$ cat src/rtl/deserializer_multilane.sv
// deserializer_multilane
//   Collects NUM_LANES serial bits per enable beat into DATA_WIDTH-bit words
//   and queues completed words in a small output FIFO.
//
//   Output handshake: valid_o is high whenever the FIFO holds a word, and
//   parallel_out_o then shows the head word. The head is consumed on every
//   rising clk_i edge where valid_o && ready_i. While ready_i is low, valid_o
//   and parallel_out_o hold their values. A word that completes while the
//   FIFO is full and no pop happens in the same cycle is dropped and flagged
//   on overflow_o for one cycle.
//
//   The FSM state is visible on busy_o (SHIFT when high).
module deserializer_multilane #(
  parameter int DATA_WIDTH = 8,
  parameter int NUM_LANES  = 1,
  parameter int LSB_FIRST  = 0,
  parameter int CONTINUOUS = 0,
  parameter int FIFO_DEPTH = 2
) (
  input  logic                          clk_i,
  input  logic                          rst_n_i,
  input  logic [NUM_LANES-1:0]          serial_in_i,
  input  logic                          enable_i,
  input  logic                          start_i,
  input  logic                          ready_i,
  output logic [DATA_WIDTH-1:0]         parallel_out_o,
  output logic                          valid_o,
  output logic                          busy_o,
  output logic                          frame_err_o,
  output logic                          overflow_o,
  output logic [$clog2(FIFO_DEPTH):0]   fifo_level_o
);

  localparam int BEATS = DATA_WIDTH / NUM_LANES;
  localparam int CNT_W = (BEATS > 1) ? $clog2(BEATS) : 1;
  localparam int AW    = $clog2(FIFO_DEPTH);
  localparam int LW    = $clog2(FIFO_DEPTH) + 1;

  localparam logic [0:0] ST_IDLE  = 1'b0;
  localparam logic [0:0] ST_SHIFT = 1'b1;

  // Reject parameter sets the datapath cannot represent.
  if ((DATA_WIDTH % NUM_LANES) != 0) begin : g_bad_width
    $error("deserializer_multilane: DATA_WIDTH must be a multiple of NUM_LANES");
  end
  if ((FIFO_DEPTH < 2) || ((FIFO_DEPTH & (FIFO_DEPTH - 1)) != 0)) begin : g_bad_depth
    $error("deserializer_multilane: FIFO_DEPTH must be a power of 2 and >= 2");
  end

  logic [0:0]            state_q, state_d;
  logic [CNT_W-1:0]      cnt_q, cnt_d, cnt_eff;
  logic [DATA_WIDTH-1:0] sreg_q, shifted;
  logic                  started_q;
  logic                  start_eff, active, beat, done, err_d;

  logic [DATA_WIDTH-1:0] mem_q [FIFO_DEPTH];
  logic [AW-1:0]         wr_ptr_q, rd_ptr_q;
  logic [LW-1:0]         level_q, level_d;
  logic                  pop, push_ok, ovf_d;
  logic                  ferr_q, ovf_q;

  // Shift register input: the first beat of a word ends at the MSB end when
  // shifting left, or at the LSB end when shifting right. Lane order within a
  // beat is kept as-is.
  always_comb begin
    if (LSB_FIRST != 0) begin
      shifted = (sreg_q >> NUM_LANES) |
                (DATA_WIDTH'(serial_in_i) << (DATA_WIDTH - NUM_LANES));
    end else begin
      shifted = (sreg_q << NUM_LANES) | DATA_WIDTH'(serial_in_i);
    end
  end

  // Framing FSM: decides whether this cycle is a beat, and whether it finishes a word.
  always_comb begin
    // An explicit start always begins a frame; in continuous mode an idle
    // beat after the first start also begins one.
    start_eff = start_i |
                ((CONTINUOUS != 0) & started_q & (state_q == ST_IDLE) & enable_i);
    cnt_eff   = start_eff ? '0 : cnt_q;
    active    = start_eff | (state_q == ST_SHIFT);
    beat      = active & enable_i;
    done      = beat & (cnt_eff == CNT_W'(BEATS - 1));
    err_d     = start_i & (state_q == ST_SHIFT) & (cnt_q != '0);
    state_d   = state_q;
    cnt_d     = cnt_q;
    if (active) begin
      if (done) begin
        state_d = ST_IDLE;
        cnt_d   = '0;
      end else begin
        state_d = ST_SHIFT;
        cnt_d   = beat ? (cnt_eff + CNT_W'(1)) : cnt_eff;
      end
    end
  end

  // FSM, beat counter, shift register and start-seen flag.
  always_ff @(posedge clk_i or negedge rst_n_i) begin
    if (!rst_n_i) begin
      state_q   <= ST_IDLE;
      cnt_q     <= '0;
      sreg_q    <= '0;
      started_q <= 1'b0;
    end else begin
      state_q <= state_d;
      cnt_q   <= cnt_d;
      if (beat) sreg_q <= shifted;
      if (start_i) started_q <= 1'b1;
    end
  end

  // FIFO control: a pop frees a slot for a push in the same cycle, even when full.
  always_comb begin
    pop     = (level_q != '0) & ready_i;
    push_ok = done & ((level_q != LW'(FIFO_DEPTH)) | pop);
    ovf_d   = done & ~push_ok;
    level_d = level_q + LW'(push_ok) - LW'(pop);
  end

  // FIFO pointers, level and one-cycle status pulses.
  always_ff @(posedge clk_i or negedge rst_n_i) begin
    if (!rst_n_i) begin
      wr_ptr_q <= '0;
      rd_ptr_q <= '0;
      level_q  <= '0;
      ferr_q   <= 1'b0;
      ovf_q    <= 1'b0;
    end else begin
      if (push_ok) wr_ptr_q <= wr_ptr_q + AW'(1);
      if (pop)     rd_ptr_q <= rd_ptr_q + AW'(1);
      level_q <= level_d;
      ferr_q  <= err_d;
      ovf_q   <= ovf_d;
    end
  end

  // FIFO storage; contents only matter where the level says a word is present.
  always_ff @(posedge clk_i) begin
    if (push_ok) mem_q[wr_ptr_q] <= shifted;
  end

  assign valid_o        = (level_q != '0);
  assign parallel_out_o = valid_o ? mem_q[rd_ptr_q] : '0;
  assign busy_o         = (state_q == ST_SHIFT);
  assign frame_err_o    = ferr_q;
  assign overflow_o     = ovf_q;
  assign fifo_level_o   = level_q;

endmodule

$ cat config.mk
export PLATFORM = sky130hd
export DESIGN_NAME = deserializer_multilane
export DESIGN_NICKNAME = d
export VERILOG_FILES = /design/src/rtl/deserializer_multilane.sv
export SDC_FILE = /design/constraint.sdc
export NUM_CORES = 1
export LEC_CHECK = 0
export CORE_MARGIN = 2
export CORE_UTILIZATION = 56
export CTS_CLUSTER_SIZE = 20
export DETAILED_ROUTE_END_ITERATION = 6
export PLACE_DENSITY = 0.79
export SLEW_MARGIN = 20
export SYNTH_ARGS = -nofsm -noshare
export SYNTH_HDL_FRONTEND = slang
export SYNTH_SLANG_ARGS = --single-unit
$ cat constraint.sdc
create_clock -name clk_i -period 4.3 [get_ports clk_i]
set_input_delay 0.86 -clock clk_i [delete_from_list [all_inputs] [get_ports clk_i]]
set_output_delay 0.86 -clock clk_i [all_outputs]
set_load 0.01 [all_outputs]
==> Flow_metrics.wiki, run 1 <==
{| class="wikitable"
! Metric !! Value
|-
| Maximum level of the CTS H-tree || 2
|-
| Period utilization || roughly 70%
|-
| Core area || roughly 2300 um^2
|-
| Mean Syn Cell Area || between 10 and 15 um^2
|-
| Insertion delay of the later-clocked pin in the worst-skew pair || 0.33 ns
|-
| Crit-path most repeated cell || sky130_fd_sc_hd__ha_1
|-
| VDD IR max || roughly 0.41 mV
|-
| Chain of cells forming the critical path || clkdlybuf4s50_1 > nor2b_1 > ha_1 > ha_1 > or3b_1 > ha_1 > inv_1 > ha_1 > xnor2_1 > xnor2_1
|-
| Post-Syn Nets || about 100
|-
| Hold path startpoint || sreg_q[6]
|-
| Antenna Diode Count || 0
|-
| Standard cell with the maximum stage delay on the critical path || sky130_fd_sc_hd__clkdlybuf4s50_1
|-
| Routability cong. || 0.753
|-
| Sequential fraction of the synthesis area || 66.1%
|-
| Total routing resource utilization after global routing || approximately 18%
|-
| Buf+Inv Stages, Crit Path || 2
|-
| Number of buffers added by the clock tree synthesis step || 5
|-
| Family with the most delay on the worst path || adder cells
|-
| Leading area contributor after synthesis || sky130_fd_sc_hd__edfxtp_1
|-
| Leading cell types by total area after synthesis || sky130_fd_sc_hd__edfxtp_1 (35%), sky130_fd_sc_hd__dfrtp_1 (31%), sky130_fd_sc_hd__mux2i_1 (5.8%)
|-
| Post-route clock skew || around 0.007 ns
|-
| Sink Count || 33
|-
| Required time at the worst-slack endpoint || 4.56 ns
|-
| Crit path launch || start_i
|-
| RSZ-0062 raised after global routing || no
|-
| Nature of the critical path endpoint || flip-flop
|-
| Number of warnings issued by yosys || 0
|-
| Crit-path max cell delay || 0.56 ns
|-
| Number of vias per cell after detailed routing || around 5.2
|-
| Post-DP HPWL || ~1500 um
|-
| DR iter-0 viols || 6
|-
| CP startpoint kind || input pin
|-
| Final hold violation count || 0
|-
| Port bufs || 19
|-
| Number of distinct standard cells referenced by the synthesized netlist || 24
|-
| I/O pin cnt || 20
|-
| Maximum number of pins on one net before global-route repair || 18
|-
| Outcome || finished clean
|-
| Yosys top cell area share || 35.1%
|-
| Number of detailed-route iterations in the first pass || 4
|-
| Clock tree from TritonCTS || built
|-
| Vias in the first global route || roughly 770
|-
| # Max-Cap Violations || 0
|-
| Layout cells sized above 1 || around 15%
|-
| Post_cts resized || 0
|-
| Worst-Margin Slew || 0.725 ns
|-
| Arrival time at the worst endpoint || around 3.3 ns
|-
| Max_slew headroom || 51.5%
|-
| Remaining number of nets flagged by the antenna check after routing || 0
|-
| Grt total ovfl || 0
|-
| Area added between synthesis and finish || 18.7%
|-
| Min-Delay Path Class || flip-flop to flip-flop
|-
| Standard-cell row count || 17
|-
| Final Setup Violations || 0
|-
| Flip-flop and latch count after synthesis || 33
|-
| Initial antenna violation count || 0
|-
| Clock root buffer || sky130_fd_sc_hd__clkbuf_4
|-
| Maximum net fanout on the critical path || 8
|-
| Commonest non-fill, non-tap cell in the layout || sky130_fd_sc_hd__clkdlybuf4s50_1
|-
| Post-layout min period || between 2 and 3 ns
|-
| Fmax || about 0.33 GHz
|-
| Initial core utilization || about three fifths
|-
| Via total after detailed routing || approximately 750
|-
| Count of filler cells inserted in the layout || 161
|-
| Setup Buffers After CTS || 0
|-
| Most frequent cells in the layout || sky130_fd_sc_hd__clkdlybuf4s50_1 (19), sky130_fd_sc_hd__dfrtp_1 (17), sky130_fd_sc_hd__edfxtp_1 (16)
|-
| Die outline area || ~2900 um^2
|-
| Buffers from clock root to sink, at most || 2
|-
| Gate Count Post-Synth || 93
|-
| Wire per inst || ~14 um
|-
| Number of buffers added to fix hold violations after cts || 0
|-
| Die H || between 50 and 60 um
|-
| Global-route wire length before repair || about 3400 um
|-
| Static leakage power || around 0.67 nW
|-
| Final-stage net count || approximately 130
|-
| Worst setup path category || input pin to flip-flop
|-
| Final Routed Wirelength || 2000 um
|-
| Clock-pin transition on the worst setup and hold timing paths || 0.10 ns
|-
| Total power of the final layout || 0.000843 W
|-
| Cell Pwr Density || roughly 520 nW/um^2
|-
| Pins over their slew limit || 0
|-
| Chip Width || 53.5 um
|-
| Origin of the critical flop-to-flop path || cnt_q[1]
|-
| Sum of negative setup slack || 0 ns
|-
| Number of remaining DRC errors || 0
|-
| Post-synth design cell area || ~1400 um^2
|}
logic make-up after synthesis:
| kind of cell | count (synthesis) | share of synthesized area (%) |
|---|---|---|
| flops | 33 | 66.1 |
| fa+ha+maj | 4 | 3.65 |
| xor+xnor | 4 | 3.11 |
| simple gates | 22 | 7.95 |
| buf+inv | 7 | 2.83 |
| mux | 15 | 11.6 |
| compound gates | 8 | 4.75 |
routing by layer:
layer  global-route usage, %  routed length (um)  up-vias
li1                        -                   -      377
met1                    21.2                 928      352
met2                    28.0                 921       18
met3                    7.91                 102        7
met4                    7.69                  48        0
met5                       0                   0        -
per-stage QoR:
| step | worst slack [ns] | cells | instance area [um^2] | hold slack [ns] | utilization (%) |
|---|---|---|---|---|---|
| floorplan | 1.54 | 93 | 1370 | 0.437 | - |
| global placement | 1.04 | 137 | 1570 | 0.459 | 69.7 |
| detailed placement | 0.962 | 137 | 1570 | 0.467 | 69.7 |
| CTS | 1.32 | 145 | 1630 | 0.492 | 72.1 |
| global route | 1.12 | 145 | 1630 | 0.516 | 72.1 |
| finish | 1.31 | 145 | 1630 | 0.498 | 72.1 |
registers in the layout, summed over array words and instances, names as in the netlist:
register and count:
busy_o 1, cnt_q 3, fifo_level_o 2, frame_err_o 1, mem_q 16, overflow_o 1, rd_ptr_q 1, sreg_q 7
wr_ptr_q 1
where the power goes:
part | internal (W) | total (W) | switching [W] | leakage (nW)
Clock | 0.0000615 | 0.000164 | 0.000103 | 0.0310
Combinational | 0.000153 | 0.000253 | 0.0000996 | 0.293
Sequential | 0.000376 | 0.000426 | 0.0000505 | 0.350
Total | 0.000590 | 0.000843 | 0.000253 | 0.674
worst paths after layout:
check / slack (ns) / cells past startpoint / endpoint
max: 1.31 / 10 / fifo_level_o[1]
min: 0.50 / 0 / mem_q[0][7]
max reg2reg: 2.06 / 9 / fifo_level_o[1]
min reg2reg: 0.50 / 0 / mem_q[0][7]
max in group asynchronous: 2.89 / 1 / sreg_q[0]
min in group asynchronous: 0.95 / 1 / busy_o
cells in the mapped netlist (all sizes together):
| cell type | count |
|---|---|
| ha | 4 |
| nand2 | 1 |
| buf | 3 |
| nor3b | 1 |
| mux2 | 7 |
| o21ai | 2 |
| a22o | 2 |
| nor2 | 14 |
| and4b | 1 |
| edfxtp | 16 |
| a21oi | 3 |
| mux2i | 8 |
| xnor2 | 3 |
| inv | 4 |
| or2b | 1 |
| dfrtp | 17 |
| or3b | 1 |
| o311a | 1 |
| xor2 | 1 |
| nor2b | 3 |
layout make-up:
| type | instances | area [um^2] | area share, % |
|---|---|---|---|
| clock buffers | 5 | 37.5 | 2.31 |
| clock inverters | 3 | 17.5 | 1.08 |
| repair buffers | 19 | 190 | 11.7 |
| flip-flops and latches | 33 | 906 | 55.7 |
| well taps | 28 | 35.0 | 2.15 |
| multi-input cells | 53 | 425 | 26.2 |
| inverters | 4 | 15.0 | 0.923 |
Note: power is estimated with default switching activity, not from simulation.
==> run 2: changes to the inputs <==
CORE_UTILIZATION = 52   (was 56)
PLACE_DENSITY = 0.74   (was 0.79)
clock period = 3 ns   (was 4.3 ns; I/O delays follow)
==> Flow_metrics.wiki, run 2 (synthesis results as in run 1) <==
{| class="wikitable"
! Metric !! Value
|-
| Post-DP HPWL || 1390 um (was 1500 um)
|-
| Biggest registers after layout || mem_q (16), sreg_q (7), cnt_q (3) (unchanged)
|-
| Standard-cell row count || 18 (was 17)
|-
| Maximum level of the CTS H-tree || 2 (unchanged)
|-
| Period utilization || roughly 86%
|-
| GR peak layer || met2 (unchanged)
|-
| Number of buffers added by the clock tree synthesis step || 5 (unchanged)
|-
| Post-route core utilization || 68.1% (was 72.1%)
|-
| Area added between synthesis and finish || 23.2% (was 18.7%)
|-
| Core area || 2480 um^2 (was 2250 um^2)
|-
| Non-filler cells in the finished layout || 151 (was 145)
|-
| Clock-pin transition on the worst setup and hold timing paths || 0.10 ns (about the same)
|-
| Buffers from clock root to sink, at most || 2 (unchanged)
|-
| Post-route clock skew || 0.00780 ns (was 0.00702 ns)
|-
| Post-route cell area || 1690 um^2 (was 1630 um^2)
|-
| VDD IR max || 0.502 mV (was 0.408 mV)
|-
| Met1 usage in global routing || 17.6% (was 21.2%)
|-
| Largest Register || mem_q (unchanged)
|-
| Pins over their slew limit || 0 (unchanged)
|-
| CP startpoint kind || input pin (unchanged)
|-
| Crit-path max cell delay || 0.51 ns (was 0.56 ns)
|-
| # Max-Cap Violations || 0 (unchanged)
|-
| Insertion delay of the later-clocked pin in the worst-skew pair || 0.33 ns (about the same)
|-
| Arrival time at the worst endpoint || 2.84 ns (was 3.25 ns)
|-
| Die H || 55.3 um (was 53.5 um)
|-
| Routability cong. || 0.808 (was 0.753)
|-
| Seq. cell area || 906 um^2 (unchanged)
|-
| Met3 Usage GRT || 5.62% (was 7.91%)
|-
| Total routing resource utilization after global routing || 14.9% (was 17.8%)
|-
| Global-route wire length before repair || 3400 um (was 3420 um)
|-
| RSZ-0062 raised after global routing || no (unchanged)
|-
| Number of buffers added to fix hold violations after cts || 0 (unchanged)
|-
| Final hold violation count || 0 (unchanged)
|-
| Port bufs || 19 (unchanged)
|-
| Most frequent cells in the layout || sky130_fd_sc_hd__clkdlybuf4s50_1 (19), sky130_fd_sc_hd__dfrtp_1 (17), sky130_fd_sc_hd__edfxtp_1 (16) (unchanged)
|-
| Min-Delay Path Class || flip-flop to flip-flop (unchanged)
|-
| Worst-Margin Slew || 0.746 ns (was 0.725 ns)
|-
| Grt total ovfl || 0 (unchanged)
|-
| Static leakage power || 0.704 nW (was 0.674 nW)
|-
| Clock tree from TritonCTS || built (unchanged)
|-
| Placed Cells || 143 (was 137)
|-
| Antenna Diode Count || 0 (unchanged)
|-
| Count of filler cells inserted in the layout || 183 (was 161)
|-
| Wire per inst || 12.6 um (was 13.8 um)
|-
| Fmax || 0.387 GHz
|-
| Chain of cells forming the critical path || clkdlybuf4s50_1 > nor2b_1 > ha_1 > ha_1 > or3b_1 > ha_1 > inv_1 > ha_1 > xnor2_1 > xnor2_1 (unchanged)
|-
| Required time at the worst-slack endpoint || 3.25 ns (was 4.56 ns)
|-
| Outcome || finished clean (unchanged)
|-
| Commonest non-fill, non-tap cell in the layout || sky130_fd_sc_hd__clkdlybuf4s50_1 (unchanged)
|-
| Initial core utilization || 55.3% (was 60.8%)
|-
| Met2 track utilization from global routing || 23.8% (was 28.0%)
|-
| Maximum number of pins on one net before global-route repair || 18 (unchanged)
|-
| Vias in the first global route || 759 (was 766)
|-
| Max_slew headroom || 50.1% (was 51.5%)
|-
| Maximum net fanout on the critical path || 6 (was 8)
|-
| Number of vias per cell after detailed routing || 5.32 (was 5.20)
|-
| Nature of the critical path endpoint || flip-flop (unchanged)
|-
| Sum of negative setup slack || 0 ns (unchanged)
|-
| Final Setup Violations || 0 (unchanged)
|-
| Standard cell with the maximum stage delay on the critical path || sky130_fd_sc_hd__clkdlybuf4s50_1 (unchanged)
|-
| Die outline area || 3060 um^2 (was 2860 um^2)
|-
| Final Routed Wirelength || 1910 um (was 2000 um)
|-
| Total cell area at the placement stage || 1600 um^2 (was 1570 um^2)
|-
| Sink Count || 33 (unchanged)
|-
| Via total after detailed routing || 803 (was 754)
|-
| Cell Pwr Density || 766 nW/um^2 (was 518 nW/um^2)
|-
| Initial antenna violation count || 0 (unchanged)
|-
| Setup Buffers After CTS || 0 (unchanged)
|-
| DR iter-0 viols || 10 (was 6)
|-
| Final-stage net count || 130 (was 126)
|-
| Number of detailed-route iterations in the first pass || 4 (unchanged)
|-
| I/O pin cnt || 20 (unchanged)
|-
| Layout cells sized above 1 || 18.2% (was 15.4%)
|-
| Crit-path most repeated cell || sky130_fd_sc_hd__ha_1 (unchanged)
|-
| Chip Width || 55.3 um (was 53.5 um)
|-
| Remaining number of nets flagged by the antenna check after routing || 0 (unchanged)
|-
| Combined area of the multi-input logic cells || 425 um^2 (unchanged)
|-
| Post-layout min period || approximately 2.6 ns
|-
| Clock root buffer || sky130_fd_sc_hd__clkbuf_4 (unchanged)
|-
| Worst setup path category || input pin to flip-flop (unchanged)
|-
| Post_cts resized || 0 (unchanged)
|-
| Number of remaining DRC errors || 0 (unchanged)
|-
| Number of flip-flops in the largest register || 16 (unchanged)
|}
[run 2: cell count changes in the layout (fill, tap and decap cells not counted)]
| cell | delta |
|---|---|
| sky130_fd_sc_hd__buf_4 | +4 |
| sky130_fd_sc_hd__clkinv_2 | -2 |
| sky130_fd_sc_hd__bufinv_16 | +1 |
| sky130_fd_sc_hd__clkinv_4 | +1 |
[run 2: worst max-delay path, delay by kind of cell]
family | cells | cell delay (ns)
and+or+nand+nor | 2 | 0.57
adders and majority gates | 4 | 0.82
xor gates and xnor gates | 2 | 0.30
buffers and inverters | 2 | 0.55
[run 2: worst paths after layout]
check / startpoint / to / slack, ns / cells past startpoint
min in group asynchronous: rst_n_i / cnt_q[1] / 0.70 / 1
max in group asynchronous: rst_n_i / sreg_q[4] / 1.83 / 1
hold reg to reg: sreg_q[6] / mem_q[0][7] / 0.48 / 0
setup / recovery: start_i / fifo_level_o[1] / 0.42 / 10
setup reg to reg: cnt_q[1] / fifo_level_o[1] / 0.83 / 9
hold / removal: sreg_q[6] / mem_q[0][7] / 0.48 / 0
[run 2: routing by layer]
| metal | share of wire, % | vias to the layer above |
|---|---|---|
| met3 | 4.6 | 8 |
| met1 | 44 | 382 |
| met5 | 0 | - |
| met2 | 49 | 26 |
| met4 | 1.8 | 0 |
| li1 | - | 387 |
[run 2: power by group]
part           switching [W]  leakage (nW)  internal, W  total (W)
clock               0.000150        0.0414     0.000176   0.000326
combinational       0.000142         0.313     0.000220   0.000362
sequential         0.0000669         0.350     0.000538   0.000605
total               0.000359         0.704     0.000935    0.00129
[run 2: layout make-up]
| class | count | share of cell area (%) |
|---|---|---|
| Inverter | 4 | 0.890 |
| Timing Repair Buffer | 23 | 13.0 |
| Tap cell | 30 | 2.22 |
| Multi-Input combinational cell | 53 | 25.2 |
| Clock buffer | 5 | 2.22 |
| Clock inverter | 3 | 2.74 |
| Sequential cell | 33 | 53.7 |
[run 2: through the flow]
stage / setup slack [ns] / hold WS [ns] / power (W)
final: 0.417 / 0.484 / 0.00129
after global routing: 0.307 / 0.519 / 0.00138
after global placement: 0.214 / 0.449 / 0.000974
after detailed placement: 0.0827 / 0.461 / 0.000985
after floorplan: 0.505 / 0.304 / 0.000800
after CTS: 0.415 / 0.487 / 0.00131
